==> src/rtl/uart_tx_arbiter_pkg.sv <==
// Shared types and constants for the UART transmit-path arbiter.
package uart_tx_arbiter_pkg;

  typedef enum logic [1:0] {
    IDLE = 2'd0,
    HDR  = 2'd1,
    DATA = 2'd2
  } state_t;

  localparam int           DBIT_DEF     = 8;
  localparam logic [7:0]   HDR_BASE_DEF = 8'hA0;

  // Client index width; a two-client arbiter still needs one bit.
  function automatic int id_width(input int n);
    return (n <= 2) ? 1 : $clog2(n);
  endfunction

endpackage

==> src/rtl/uart_tx_arbiter_if.sv <==
// Client byte streams, TX FIFO write port and arbiter status in one bundle.
interface uart_tx_arbiter_if #(
  parameter int N_REQ = 4,
  parameter int DBIT  = 8
);
  logic [N_REQ-1:0]      req_valid;
  logic [N_REQ*DBIT-1:0] req_data;
  logic [N_REQ-1:0]      req_last;
  logic [N_REQ-1:0]      req_ready;
  logic [DBIT-1:0]       w_data;
  logic                  w_uart;
  logic                  tx_full;
  logic [N_REQ-1:0]      grant;
  logic                  busy;
  logic                  trunc;

  modport master (
    input  req_valid, req_data, req_last, tx_full,
    output req_ready, w_data, w_uart, grant, busy, trunc
  );

  modport slave (
    output req_valid, req_data, req_last, tx_full,
    input  req_ready, w_data, w_uart, grant, busy, trunc
  );
endinterface

==> src/rtl/uart_tx_arbiter_rr_arbiter.sv <==
// Combinational round-robin pick: first requester after ptr, wrapping mod N.
module rr_arbiter #(
  parameter int N  = 4,
  parameter int IW = 2
) (
  input  logic [N-1:0]  req,
  input  logic [IW-1:0] ptr,
  output logic [N-1:0]  gnt,
  output logic [IW-1:0] idx,
  output logic          any
);
  logic [IW-1:0] cand;
  logic          found;

  always_comb begin
    gnt   = '0;
    idx   = '0;
    cand  = '0;
    found = 1'b0;
    for (int k = 1; k <= N; k++) begin
      cand = IW'((int'(ptr) + k) % N);
      if (!found && req[cand]) begin
        found     = 1'b1;
        gnt[cand] = 1'b1;
        idx       = cand;
      end
    end
    any = found;
  end

endmodule

==> src/rtl/uart_tx_arbiter.sv <==
// Round-robin, packet-granular sharing of the UART TX FIFO write port among
// N_REQ byte-stream clients, with an optional source-ID header per burst.
module uart_tx_arbiter
  import uart_tx_arbiter_pkg::*;
#(
  parameter int              N_REQ     = 4,
  parameter int              DBIT      = DBIT_DEF,
  parameter int              MAX_BURST = 16,
  parameter int              HDR_EN    = 1,
  parameter logic [DBIT-1:0] HDR_BASE  = DBIT'(HDR_BASE_DEF)
) (
  input logic              clk,
  input logic              reset,
  uart_tx_arbiter_if.master bus
);
  localparam int IW = id_width(N_REQ);
  localparam int CW = $clog2(MAX_BURST + 1);

  state_t           state_q, state_d;
  logic [N_REQ-1:0] grant_q, grant_d;
  logic [IW-1:0]    id_q, id_d;
  logic [IW-1:0]    ptr_q, ptr_d;
  logic [CW-1:0]    cnt_q, cnt_d;
  logic             trunc_q, trunc_d;

  logic [N_REQ-1:0] arb_gnt;
  logic [IW-1:0]    arb_idx;
  logic             arb_any;

  logic             own_valid, own_last;
  logic [DBIT-1:0]  own_data;
  logic             xfer;
  logic             w_uart;
  logic [DBIT-1:0]  w_data;
  logic [N_REQ-1:0] req_ready;

  rr_arbiter #(.N(N_REQ), .IW(IW)) u_rr (
    .req (bus.req_valid),
    .ptr (ptr_q),
    .gnt (arb_gnt),
    .idx (arb_idx),
    .any (arb_any)
  );

  // ptr resets to the last client so client 0 wins the first arbitration.
  always_ff @(posedge clk or posedge reset) begin
    if (reset) begin
      state_q <= IDLE;
      grant_q <= '0;
      id_q    <= '0;
      ptr_q   <= IW'(N_REQ - 1);
      cnt_q   <= '0;
      trunc_q <= 1'b0;
    end else begin
      state_q <= state_d;
      grant_q <= grant_d;
      id_q    <= id_d;
      ptr_q   <= ptr_d;
      cnt_q   <= cnt_d;
      trunc_q <= trunc_d;
    end
  end

  always_comb begin
    state_d = state_q;
    grant_d = grant_q;
    id_d    = id_q;
    ptr_d   = ptr_q;
    cnt_d   = cnt_q;
    trunc_d = 1'b0;
    case (state_q)
      IDLE: begin
        if (arb_any) begin
          grant_d = arb_gnt;
          id_d    = arb_idx;
          state_d = (HDR_EN != 0) ? HDR : DATA;
        end
      end
      HDR: begin
        if (w_uart) state_d = DATA;
      end
      DATA: begin
        if (xfer) begin
          if (own_last || cnt_q == CW'(MAX_BURST - 1)) begin
            state_d = IDLE;
            trunc_d = ~own_last;
            ptr_d   = id_q;
            cnt_d   = '0;
            grant_d = '0;
          end else begin
            cnt_d = cnt_q + CW'(1);
          end
        end
      end
      default: state_d = IDLE;
    endcase
  end

  // Owner's stream is selected by its registered index, not by the one-hot grant.
  always_comb begin
    own_valid = 1'b0;
    own_last  = 1'b0;
    own_data  = '0;
    for (int i = 0; i < N_REQ; i++) begin
      if (id_q == IW'(i)) begin
        own_valid = bus.req_valid[i];
        own_last  = bus.req_last[i];
        own_data  = bus.req_data[i*DBIT +: DBIT];
      end
    end
    xfer      = 1'b0;
    w_uart    = 1'b0;
    w_data    = '0;
    req_ready = '0;
    case (state_q)
      HDR: begin
        w_uart = ~bus.tx_full;
        w_data = HDR_BASE | DBIT'(id_q);
      end
      DATA: begin
        req_ready = grant_q & {N_REQ{~bus.tx_full}};
        xfer      = own_valid & ~bus.tx_full;
        w_uart    = xfer;
        w_data    = xfer ? own_data : '0;
      end
      default: ;
    endcase
  end

  assign bus.w_uart    = w_uart;
  assign bus.w_data    = w_data;
  assign bus.req_ready = req_ready;
  assign bus.grant     = grant_q;
  assign bus.busy      = (state_q != IDLE);
  assign bus.trunc     = trunc_q;

endmodule

==> src/flat_wrapper.sv <==
// flat-port wrapper written by rule: the top's interface ports become plain ports
module uart_tx_arbiter_flat import uart_tx_arbiter_pkg::*;
#(
  parameter int              N_REQ     = 4,
  parameter int              DBIT      = DBIT_DEF,
  parameter int              MAX_BURST = 16,
  parameter int              HDR_EN    = 1,
  parameter logic [DBIT-1:0] HDR_BASE  = DBIT'(HDR_BASE_DEF)
)
  (clk, reset, bus_req_valid, bus_req_data, bus_req_last, bus_tx_full, bus_req_ready, bus_w_data, bus_w_uart, bus_grant, bus_busy, bus_trunc);
  uart_tx_arbiter_if #(.N_REQ(N_REQ), .DBIT(DBIT)) bus_i ();
  input logic clk;
  input logic reset;
  input wire logic [$bits(bus_i.req_valid)-1:0] bus_req_valid;
  input wire logic [$bits(bus_i.req_data)-1:0] bus_req_data;
  input wire logic [$bits(bus_i.req_last)-1:0] bus_req_last;
  input wire logic [$bits(bus_i.tx_full)-1:0] bus_tx_full;
  output wire logic [$bits(bus_i.req_ready)-1:0] bus_req_ready;
  output wire logic [$bits(bus_i.w_data)-1:0] bus_w_data;
  output wire logic [$bits(bus_i.w_uart)-1:0] bus_w_uart;
  output wire logic [$bits(bus_i.grant)-1:0] bus_grant;
  output wire logic [$bits(bus_i.busy)-1:0] bus_busy;
  output wire logic [$bits(bus_i.trunc)-1:0] bus_trunc;
  assign bus_i.req_valid = bus_req_valid;
  assign bus_i.req_data = bus_req_data;
  assign bus_i.req_last = bus_req_last;
  assign bus_i.tx_full = bus_tx_full;
  assign bus_req_ready = bus_i.req_ready;
  assign bus_w_data = bus_i.w_data;
  assign bus_w_uart = bus_i.w_uart;
  assign bus_grant = bus_i.grant;
  assign bus_busy = bus_i.busy;
  assign bus_trunc = bus_i.trunc;
  uart_tx_arbiter #(.N_REQ(N_REQ), .DBIT(DBIT), .MAX_BURST(MAX_BURST), .HDR_EN(HDR_EN), .HDR_BASE(HDR_BASE)) u_core (.clk(clk), .reset(reset), .bus(bus_i));
endmodule
==> config.mk <==
export PLATFORM = sky130hd
export DESIGN_NAME = uart_tx_arbiter_flat
export DESIGN_NICKNAME = d
export VERILOG_FILES = /design/src/rtl/uart_tx_arbiter_pkg.sv /design/src/rtl/uart_tx_arbiter_if.sv /design/src/rtl/uart_tx_arbiter_rr_arbiter.sv /design/src/rtl/uart_tx_arbiter.sv /design/src/flat_wrapper.sv
export SDC_FILE = /design/constraint.sdc
export NUM_CORES = 1
export LEC_CHECK = 0
export BUFFER_PORTS_ARGS = -buffer_cell sky130_fd_sc_hd__buf_2
export CORE_MARGIN = 5
export CORE_UTILIZATION = 53
export CTS_CLUSTER_SIZE = 24
export DETAILED_ROUTE_END_ITERATION = 6
export HOLD_SLACK_MARGIN = 0.06
export PLACE_DENSITY = 0.86
export SYNTH_ARGS = -nofsm -noshare
export SYNTH_HDL_FRONTEND = slang
export SYNTH_SLANG_ARGS = --single-unit
==> constraint.sdc <==
create_clock -name clk -period 4 [get_ports clk]
set_clock_uncertainty 0.05 [all_clocks]
set_input_delay 0.6 -clock clk [delete_from_list [all_inputs] [get_ports clk]]
set_output_delay 0.6 -clock clk [all_outputs]
set_load 0.005 [all_outputs]
# == After elaboration in Yosys (flattened, before gate mapping) ==
# Cells that the tools add are included.
# word_totals
reg_bits,16
latchBits,0
mem_bits_rw,0
mem_bits_ro,0
in_bits,43
out_inout_bits,19
elab_cells,114
n_memories,0
# op_classes
add_sub_neg,5
mul,0
n_div,0
n_lt_le_gt_ge,8
n_eq_ne,10
shifts,0
n_mux,58
n_bitwise,7
reduce_logical,20
# op_table
operator,n
two-way mux 8 bit,5
two-way mux 4 bit,8
two-way mux 1 bit,24
two-way mux 2 bit,8
case mux 8 bit (2 select lines),1
"less-than comparator 2 x 3 -> 1 bit, second input constant",4
bitwise OR 4 bit,3
binary-select mux 1 bit (select 2 bit),4
demux 1 bit (select 2 bit),4
">= comparator 2 x 1 -> 1 bit, second input constant",4
case mux 4 bit (2 select lines),1
AND reduction 4 bit,2
logical AND 1 bit,7
"== test 2 bit, second input constant",3
"inequality test 2 x 1 -> 1 bit, second input constant",3
case mux 2 bit (3 select lines),1
"adder 5 x 1 -> 5 bit, second input constant",1
"== test 5 x 4 -> 1 bit, second input constant",1
two-way mux 5 bit,1
"adder 2 x 1 -> 2 bit, second input constant",2
"adder 2 bit, second input constant",2
bitwise AND 4 bit,1
"== test 2 x 1 -> 1 bit, second input constant",2
logical NOT 2 bit,2
9 further kinds,14

# == Logic depth before layout (Yosys ltp) ==
# Gate-level depths: netlist (run 1).
# logic_depth
word_depth,15
mapped_depth,9
depth_no_buf,7

# == Modules after synthesis ==
# Synthesis (run 1) repeated with hierarchy kept, for this count alone.
# unflattened
hier_cells,204
hier_area_um2,1874.3
# by_module_without_submodules
mod,instances,cells_each,area_each_um2,seq_area_each_um2
uart_tx_arbiter,1,118,1244.9,402.9
rr_arbiter,1,86,629.4,0.0

# == Worst setup path before layout (run 1) ==
# Ideal clock, no wire load.
# synth_path
path_type,reg-to-reg
start,reg u_core.ptr_q[0]
end,reg u_core.grant_q[0] (netlist: u_core.bus.grant[0])
arrival_ps,2322
setup_slack_ps,1539
path_stages_with_launch,8
path_buffers,2
cell_sequence,dfstp_2 clkbuf_1 inv_1 ha_1 clkbuf_1 mux4_2 o21a_1 a41oi_1
# synth_via
elab_chain_cells,15
# synth_rtl
element,line_no,source
from (decl),uart_tx_arbiter.sv:22,"logic [IW-1:0] ptr_q, ptr_d;"
from (signal assigned),uart_tx_arbiter.sv:51,ptr_q <= IW'(N_REQ - 1);
from (signal assigned),uart_tx_arbiter.sv:58,ptr_q <= ptr_d;
branches (longest 15 deep; another with less-than comparator 2 x 3 -> 1 bit),-,
to (signal assigned),uart_tx_arbiter.sv:56,grant_q <= grant_d;
to (decl),uart_tx_arbiter.sv:20,"logic [N_REQ-1:0] grant_q, grant_d;"
# Several ways; the timed one is not identified. The select of a mux whose other input is x is not followed.
# A chain may end at the register's enable or synchronous reset.

# == Worst setup path after layout (run 1) ==
# layout_path
start,reg u_core.id_q[0]
end,out bus_w_data[0]
# layout_via
elab_chain_cells,8
# layout_rtl
element,line_no,source
from (decl),uart_tx_arbiter.sv:21,"logic [IW-1:0] id_q, id_d;"
from (signal assigned),uart_tx_arbiter.sv:57,id_q <= id_d;
logical NOT 2 bit,uart_tx_arbiter.sv:105,if (id_q == IW'(i)) begin
two-way mux 1 bit (4 in series),uart_tx_arbiter.sv:105,
bitwise AND 1 bit,uart_tx_arbiter.sv:122,xfer = own_valid & ~bus.tx_full;
two-way mux 8 bit,uart_tx_arbiter.sv:124,w_data = xfer ? own_data : '0;
case mux 8 bit (2 select lines) (*),uart_tx_arbiter.sv:115,case (state_q)
to (decl),flat_wrapper.sv:19,output wire logic [$bits(bus_i.w_data)-1:0] bus_w_data;
# Every way passes the cells marked *; elsewhere a longest branch is shown, timed or not.

==> impl_metrics.yaml, run 1 <==
sta:
  slew_viol_final: 0
  tns_ns: 0
  timing.final.ws_setup_ns: 1.01
  grt_setup_unrepaired: "false"
  worstMarginPinSlew_ns: 0.637
  fin_crit_sh_pct: 74.8
  slew-limit-headroom_pct: 57.6
  max_freq_mhz: 334
  finalHoldViolations: 0
  period_needed_ns: 2.99
  finalSetupViolCount: 0
global_route:
  track_usage_pct: 18.7
  grt_pass1_vias: 1482
  antenna_found_initial: 0
  grt_max_degree: 17
  grt_pass1_wl_mm: 6.48
  grt_overflow: 0
synthesis:
  yosysUniqueCellTypes: 36
  synth_common_cells: "22 x nand2_1, 14 x dfrtp_1, 14 x ha_1"
  yosysMostFrequentCell: "nand2_1"
  synth_edf_count: 0
  synth_top_area_share_pct: 21.6
  avgSynthCellArea_um2: 9.07
  synth.area.top_cells: "dfrtp_1 22%, mux4_2 14%, ha_1 11%"
  synth_seq_cells: 16
  seq_area_frac_synth_pct: 24.8
  postSynthCellCount: 179
  ys_async_sr_fraction_pct: 100
  ys.flop_type: "dfrtp_1"
  netlist_area_um2: 1620
  yosysTopAreaCell: "dfrtp_1"
  ys.warnings.count: 0
  syn_nets: 236
worst_setup_path:
  slowest_delay_ns: 0.76
  arrival_ns: 2.34
  cp-start-kind: "register"
  critPathMaxFanout: 13
  cp_cell_sequence: "mux4_2 -> and2_1 -> a22oi_1 -> nor2b_1 -> buf_2"
  path_class: "register to output port"
  cp-end-kind: "output port"
  r2r_cells: 7
  required_ns: 3.35
  slowest_stage: "dfrtp_1"
clocking:
  htreeDepth: 1
  cts_root_buffer: "clkbuf_4"
  cts_buffers: 3
  cts_setup_buffers: 0
  clock-sinks: 16
  path_clk_slew_ns: 0.10
  cts_tree: "done"
  cts_resized: 0
  clk_latency_ns: 0.30
  cts_hold_buf: 0
  clockBufferDepth: 2
route:
  drtAntennaViolNets: 0
  drtIter0Drc: 90
  wl_per_cell_um: 14.6
  vias_per_cell: 5.87
  highest_layer: "met4"
  met2_length_mm: 2.04
  first_pass_iters: 5
  met3WireLength_um: 201
  via_count: 1567
  wirelength_met1_mm: 1.64
  drt_wl_total_mm: 3.89
  route.detailed.drc: 0
finish:
  nets: 292
  drive_gt1_share_pct: 33.3
  syn2layout_area_growth_pct: 21.2
  diodes: 0
  fill_cells: 251
run:
  cap_violations: 0
die:
  row_count: 20
  dieArea_um2: 4270
  die_y_um: 65.4
  coreArea_um2: 3000
  io_pins: 62
  dieWidth_um: 65.4
  start_util_pct: 54.1
pwr:
  power_mw: 1.18
  p_leak_nw: 0.946
  ir_drop_mv: 0.295
  power_density_nw_per_um2: 600
run_status:
  run_status: "completed"
worst_hold_path:
  holdCritPathClass: "primary input to asynchronous set/reset pin"
place:
  gp_congestion: 0.826
  pre_cts_ws_ns: 1.31
  dp_hpwl_mm: 3.04
  portBuffers: 61
-- cell families (layout without fill, tap and decap cells) --
| group | after synthesis | after routing | share of synthesized area, % |
|---|---|---|---|
| mux | 16 | 16 | 18.8 |
| buf+inv | 19 | 74 | 4.47 |
| fa+ha+maj | 14 | 14 | 10.8 |
| simple gates | 72 | 72 | 24.3 |
| compound gates | 42 | 42 | 16.9 |
| flops | 16 | 16 | 24.8 |
-- cell usage in the layout (no fill, tap or decap), types with 4 or more instances in the layout --
master,count
mux4_2,10
nor4_1,4
o22ai_1,4
nor2b_1,7
nand2b_1,5
and3_1,6
nor2_1,5
dfrtp_1,14
o21ai_1,5
and2_1,5
buf_2,61
a41oi_1,4
and3b_1,4
o21a_1,4
nand3_1,5
ha_1,14
nor3b_1,4
inv_1,9
nand2_1,22
a21oi_1,12
-- final cells by class --
class,count,area [um^2],area share (%)
multi-input combinational,144,1150,58.4
sequential,16,403,20.5
clock buffer,4,36.3,1.84
inverter,9,33.8,1.72
tap,33,41.3,2.10
timing repair buffer,61,305,15.5
-- final timing paths --
kind,startpoint,slack (ns),endpoint
max,u_core.id_q[0]$_DFFE_PP0P_,1.01,bus_w_data[0]
min,reset,0.30,u_core.bus.grant[1]$_DFFE_PP0P_
max reg2reg,u_core.ptr_q[0]$_DFFE_PP1P_,1.62,u_core.bus.grant[3]$_DFFE_PP0P_
min reg2reg,u_core.cnt_q[2]$_DFFE_PP0P_,0.46,u_core.cnt_q[2]$_DFFE_PP0P_
max in group asynchronous,reset,3.21,u_core.cnt_q[4]$_DFFE_PP0P_
min in group clk,u_core.cnt_q[2]$_DFFE_PP0P_,0.46,u_core.cnt_q[2]$_DFFE_PP0P_
-- power breakdown --
group          leakage [nW]  switching (mW)  internal, mW
clock                0.0210          0.0560        0.0556
combinational         0.727           0.346         0.366
sequential            0.198           0.120         0.237
total                 0.946           0.523         0.659
-- through the flow --
step | hold WS, ns | utilization, % | area (um^2) | std cells
after floorplan | 0.408 | - | 1620 | 179
after global placement | 0.437 | 64.3 | 1930 | 263
after detailed placement | 0.444 | 64.3 | 1930 | 263
after CTS | 0.320 | 65.5 | 1970 | 267
after global routing | 0.357 | 65.5 | 1970 | 267
final | 0.297 | 65.5 | 1970 | 267
-- metal layers --
metal | track usage [%] | vias to the layer above
met5 | 0 | -
met4 | 2.07 | 0
met3 | 2.91 | 3
met2 | 34.6 | 44
met1 | 23.5 | 742
li1 | - | 778
-- registers in the layout (all words and copies together) (netlist names) --
signal,count
u_core.cnt_q,5
u_core.state_q,2
u_core.bus.trunc,1
u_core.ptr_q,2
u_core.id_q,2
u_core.bus.grant,4
-- critical path, delay by kind of cell (launching register included) --
kind | cells | cell delay [ns]
mux | 1 | 0.61
simple gates | 2 | 0.35
buf+inv | 1 | 0.12
flops | 1 | 0.76
compound gates | 1 | 0.18
No activity file was read; power rests on OpenSTA's default activity.
==> run 2: changes to the inputs <==
CORE_UTILIZATION = 45   (was 53)
PLACE_DENSITY = 0.77   (was 0.86)
clock period = 2.7 ns   (was 4 ns; I/O delays follow)
==> run 2 against run 1 <==
Die area up 15%. Sequential cell count unchanged. Worst hold slack worse by 0.17 ns. First-iteration DRC count down 12%. Global-route usage down 2.2 points. Core utilization down 6.6 points. Total power up 50%. Routed wire length up 3.1%. Critical endpoint is now bus_w_data[1]. Non-clock buffer count up 4. Cell area up 2.4%.
==> impl_metrics.yaml, run 2 (synthesis gave the netlist of run 1 again) <==
pwr:
  power_density_nw_per_um2: 880
  p_leak_nw: 0.966
  ir_drop_mv: 0.387
clocking:
  clk_latency_ns: 0.28
  path_clk_slew_ns: 0.10
  htreeDepth: 1
  cts_resized: 0
  clockBufferDepth: 2
  cts_setup_buffers: 0
  cts_tree: "done"
  clock-sinks: 16
  cts_buffers: 3
  cts_hold_buf: 0
  cts_root_buffer: "clkbuf_4"
place:
  gp_congestion: 0.839
  portBuffers: 61
  dp_hpwl_mm: 3.20
  pre_cts_ws_ns: 0.485
sta:
  finalHoldViolations: 0
  finalSetupViolCount: 0
  max_freq_mhz: 396
  slew_viol_final: 0
  grt_setup_unrepaired: "false"
  worstMarginPinSlew_ns: 0.612
  fin_crit_sh_pct: 93.4
  slew-limit-headroom_pct: 59.1
  tns_ns: 0
  timing.final.ws_setup_ns: 0.177
  period_needed_ns: 2.52
worst_setup_path:
  critPathMaxFanout: 12
  cp-start-kind: "register"
  cp-end-kind: "output port"
  path_class: "register to output port"
  required_ns: 2.25
  arrival_ns: 2.07
  r2r_cells: 7
route:
  wl_per_cell_um: 14.1
  via_count: 1564
  route.detailed.drc: 0
  vias_per_cell: 5.51
  drt_wl_total_mm: 4.01
  drtAntennaViolNets: 0
  drtIter0Drc: 79
  first_pass_iters: 4
die:
  dieWidth_um: 70.1
  io_pins: 62
  dieArea_um2: 4910
  row_count: 21
  die_y_um: 70.1
  start_util_pct: 47.5
  coreArea_um2: 3420
finish:
  mostFrequentLayoutCells: "61 x buf_2, 22 x nand2_1, 14 x ha_1, 14 x dfrtp_1, 12 x a21oi_1"
  syn2layout_area_growth_pct: 24.0
  fill_cells: 319
  largest_register_ffs: 5
  nets: 296
  largest_register: "u_core.cnt_q"
  diodes: 0
  final_common_cell: "buf_2"
  drive_gt1_share_pct: 34.5
global_route:
  track_usage_pct: 16.5
  antenna_found_initial: 0
  grt_pass1_vias: 1515
  grt_pass1_wl_mm: 6.92
  grt_overflow: 0
  grt_max_degree: 17
run:
  cap_violations: 0
worst_hold_path:
  holdCritPathClass: "primary input to asynchronous set/reset pin"
run_status:
  run_status: "completed"
-- run 2: final timing paths --
| check | from | endpoint | slack (ns) |
|---|---|---|---|
| hold reg to reg | u_core.cnt_q[2]$_DFFE_PP0P_ | u_core.cnt_q[2]$_DFFE_PP0P_ | 0.46 |
| min in group clk | u_core.cnt_q[2]$_DFFE_PP0P_ | u_core.cnt_q[2]$_DFFE_PP0P_ | 0.46 |
| max in group asynchronous | reset | u_core.id_q[1]$_DFFE_PP0P_ | 2.08 |
| hold / removal | reset | u_core.state_q[1]$_DFFE_PP0P_ | 0.13 |
| setup / recovery | u_core.id_q[0]$_DFFE_PP0P_ | bus_w_data[1] | 0.18 |
| setup reg to reg | u_core.cnt_q[0]$_DFFE_PP0P_ | u_core.state_q[1]$_DFFE_PP0P_ | 0.53 |
-- run 2: area by class of cell --
class / count / area, um^2 / area share [%]
multi-input cells: 144 / 1150 / 57.0
flip-flops and latches: 16 / 403 / 20.0
repair buffers: 65 / 335 / 16.6
well taps: 46 / 57.6 / 2.86
clock buffers: 4 / 36.3 / 1.80
inverters: 9 / 33.8 / 1.68
-- run 2: layer usage --
metal | track usage, % | up-vias | routed length, um
met4 | 2.77 | 0 | 0
met3 | 2.44 | 0 | 220
li1 | - | 782 | -
met2 | 30.0 | 41 | 2130
met1 | 21.0 | 741 | 1660
met5 | 0 | - | 0
-- run 2: worst max-delay path, stage by stage (launching register included) --
cell     delay [ns]
dfrtp_1        0.54
mux4_2         0.57
and2_1         0.30
a22oi_1        0.19
nor2b_1        0.06
buf_2          0.12
-- run 2: metrics by stage --
step | instances | total power, mW | utilization, % | cell area (um^2) | hold slack (ns)
3_5_place_dp | 280 | 1.62 | 57.9 | 1980 | 0.439
3_3_place_gp | 280 | 1.61 | 57.9 | 1980 | 0.429
5_1_grt | 284 | 1.94 | 59.0 | 2010 | 0.210
2_1_floorplan | 179 | 1.30 | - | 1620 | 0.267
4_1_cts | 284 | 1.78 | 59.0 | 2010 | 0.149
6_report | 284 | 1.77 | 59.0 | 2010 | 0.129
-- run 2: power breakdown --
group | internal [mW] | switching (mW) | total [mW]
logic | 0.572 | 0.580 | 1.15
registers | 0.350 | 0.113 | 0.463
clock network | 0.0820 | 0.0764 | 0.158
==> run 3: changes to the inputs <==
SETUP_SLACK_MARGIN = 0.4   (was default)
==> run 3 against run 2 <==
Clock power about the same. Sequential share of layout area decreased by 0.54 points. Critical endpoint is now bus_w_data[0]. Clock-buffer cell count unchanged.
==> impl_metrics.yaml, run 3 (synthesis gave the netlist of run 1 again) <==
sta:
  tns_ns: 0
  fin_crit_sh_pct: 84.4
  grt_setup_unrepaired: "true"
  worstMarginPinSlew_ns: 0.628
  period_needed_ns: 2.28
  max_freq_mhz: 439
  fin_hold_ws_ns: 0.132
  finalSetupViolCount: 0
  slew_viol_final: 0
  finalHoldViolations: 0
  slew-limit-headroom_pct: 58.1
worst_setup_path:
  arrival_ns: 1.82
  required_ns: 2.25
  cp-start-kind: "register"
  critPathMaxFanout: 5
  crit_end: "bus_w_data[0]"
  crit_start: "u_core.id_q[0]$_DFFE_PP0P_"
  cp-end-kind: "output port"
  r2r-start: "u_core.id_q[0]$_DFFE_PP0P_"
  r2r_cells: 6
  path_class: "register to output port"
  r2r_slack_ns: 0.56
  r2r-end: "u_core.state_q[1]$_DFFE_PP0P_"
global_route:
  grt_pass1_wl_mm: 6.84
  grt_max_degree: 17
  grt_overflow: 0
  track_usage_pct: 16.4
  antenna_found_initial: 0
  grt_pass1_vias: 1491
clocking:
  cts_tree: "done"
  clock-sinks: 16
  cts_hold_buf: 0
  clk_latency_ns: 0.28
  cts_buffers: 3
  htreeDepth: 1
  path_clk_slew_ns: 0.10
  cts_root_buffer: "clkbuf_4"
  clockBufferDepth: 2
finish:
  diodes: 0
  mostFrequentLayoutCells: "61 x buf_2, 21 x nand2_1, 14 x ha_1, 13 x dfrtp_1, 12 x a21oi_1"
  largest_register: "u_core.cnt_q"
  final_util_pct: 60.8
  fill_cells: 301
  drive_gt1_share_pct: 37.7
  final_common_cell: "buf_2"
  syn2layout_area_growth_pct: 27.9
  largest_register_ffs: 5
  nets: 302
route:
  drtAntennaViolNets: 0
  wl_per_cell_um: 14.2
  vias_per_cell: 5.49
  via_count: 1593
  route.detailed.drc: 0
  drtIter0Drc: 73
  drt_wl_total_mm: 4.13
  first_pass_iters: 4
run:
  cap_violations: 0
pwr:
  p_leak_nw: 1.00
  power_density_nw_per_um2: 893
  ir_drop_mv: 0.388
  power_mw: 1.85
die:
  dieArea_um2: 4910
  dieWidth_um: 70.1
  io_pins: 62
  die_y_um: 70.1
  row_count: 21
  start_util_pct: 47.5
  coreArea_um2: 3420
run_status:
  run_status: "completed"
worst_hold_path:
  holdCritPathClass: "primary input to asynchronous set/reset pin"
place:
  gp_congestion: 0.835
  dp_hpwl_mm: 3.13
  portBuffers: 61
-- run 3: area by class of cell --
class                   count  area (um^2)  area share, %
well taps                  46         57.6           2.77
inverters                   9         33.8           1.63
flip-flops and latches     16          404           19.5
repair buffers             71          384           18.5
multi-input cells         144         1160           55.9
clock buffers               4         36.3           1.75
-- run 3: worst min-delay path by stage --
stage	from	end	slack [ns]	depth (start not counted)
6_report	reset	u_core.cnt_q[4]$_DFFE_PP0P_	0.13	2
5_1_grt	reset	u_core.cnt_q[2]$_DFFE_PP0P_	0.18	2
4_1_cts	reset	u_core.state_q[1]$_DFFE_PP0P_	0.15	2
3_5_place_dp	u_core.cnt_q[2]$_DFFE_PP0P_	u_core.cnt_q[2]$_DFFE_PP0P_	0.44	1
3_3_place_gp	u_core.cnt_q[2]$_DFFE_PP0P_	u_core.cnt_q[2]$_DFFE_PP0P_	0.44	1
2_1_floorplan	reset	u_core.bus.grant[0]$_DFFE_PP0P_	0.27	1
-- run 3: power breakdown --
group / internal, mW / total (mW) / switching, mW / leakage, nW
clock network: 0.0820 / 0.160 / 0.0782 / 0.0210
logic: 0.630 / 1.26 / 0.630 / 0.782
registers: 0.352 / 0.434 / 0.0825 / 0.197
total: 1.06 / 1.85 / 0.791 / 1.00
-- run 3: critical path, stage by stage, from the launching register on --
cell and delay, ns:
dfrtp_2 0.43, buf_6 0.14, mux4_1 0.57, a22oi_1 0.20, nor2b_1 0.07, buf_2 0.13
-- run 3: metal layers --
metal  GRT usage [%]  vias to the layer above  routed length, um  part of all wire [%]
met3            2.30                        2                228                   5.5
met1            21.7                      741               1800                    44
met4            2.55                        0                  4                 0.097
met2            29.0                       54               2090                    51
li1                -                      796                  -                     -
met5               0                        -                  0                     0
-- run 3: through the flow --
stage	instances	setup WS, ns	area, um^2
after CTS	285	0.418	2030
after global placement	280	0.470	1980
after detailed placement	280	0.433	1980
final	290	0.421	2080
after global routing	290	0.345	2080
after floorplan	179	0.497	1630
-- run 3: what timing repair did --
| item | CTS | global route |
|---|---|---|
| resized for setup | 4 | 3 |
| setup endpoints to repair | 9 | 9 |
| gates cloned | 0 | 0 |
| buffers inserted | 1 | 5 |
| pin swaps | 0 | 1 |
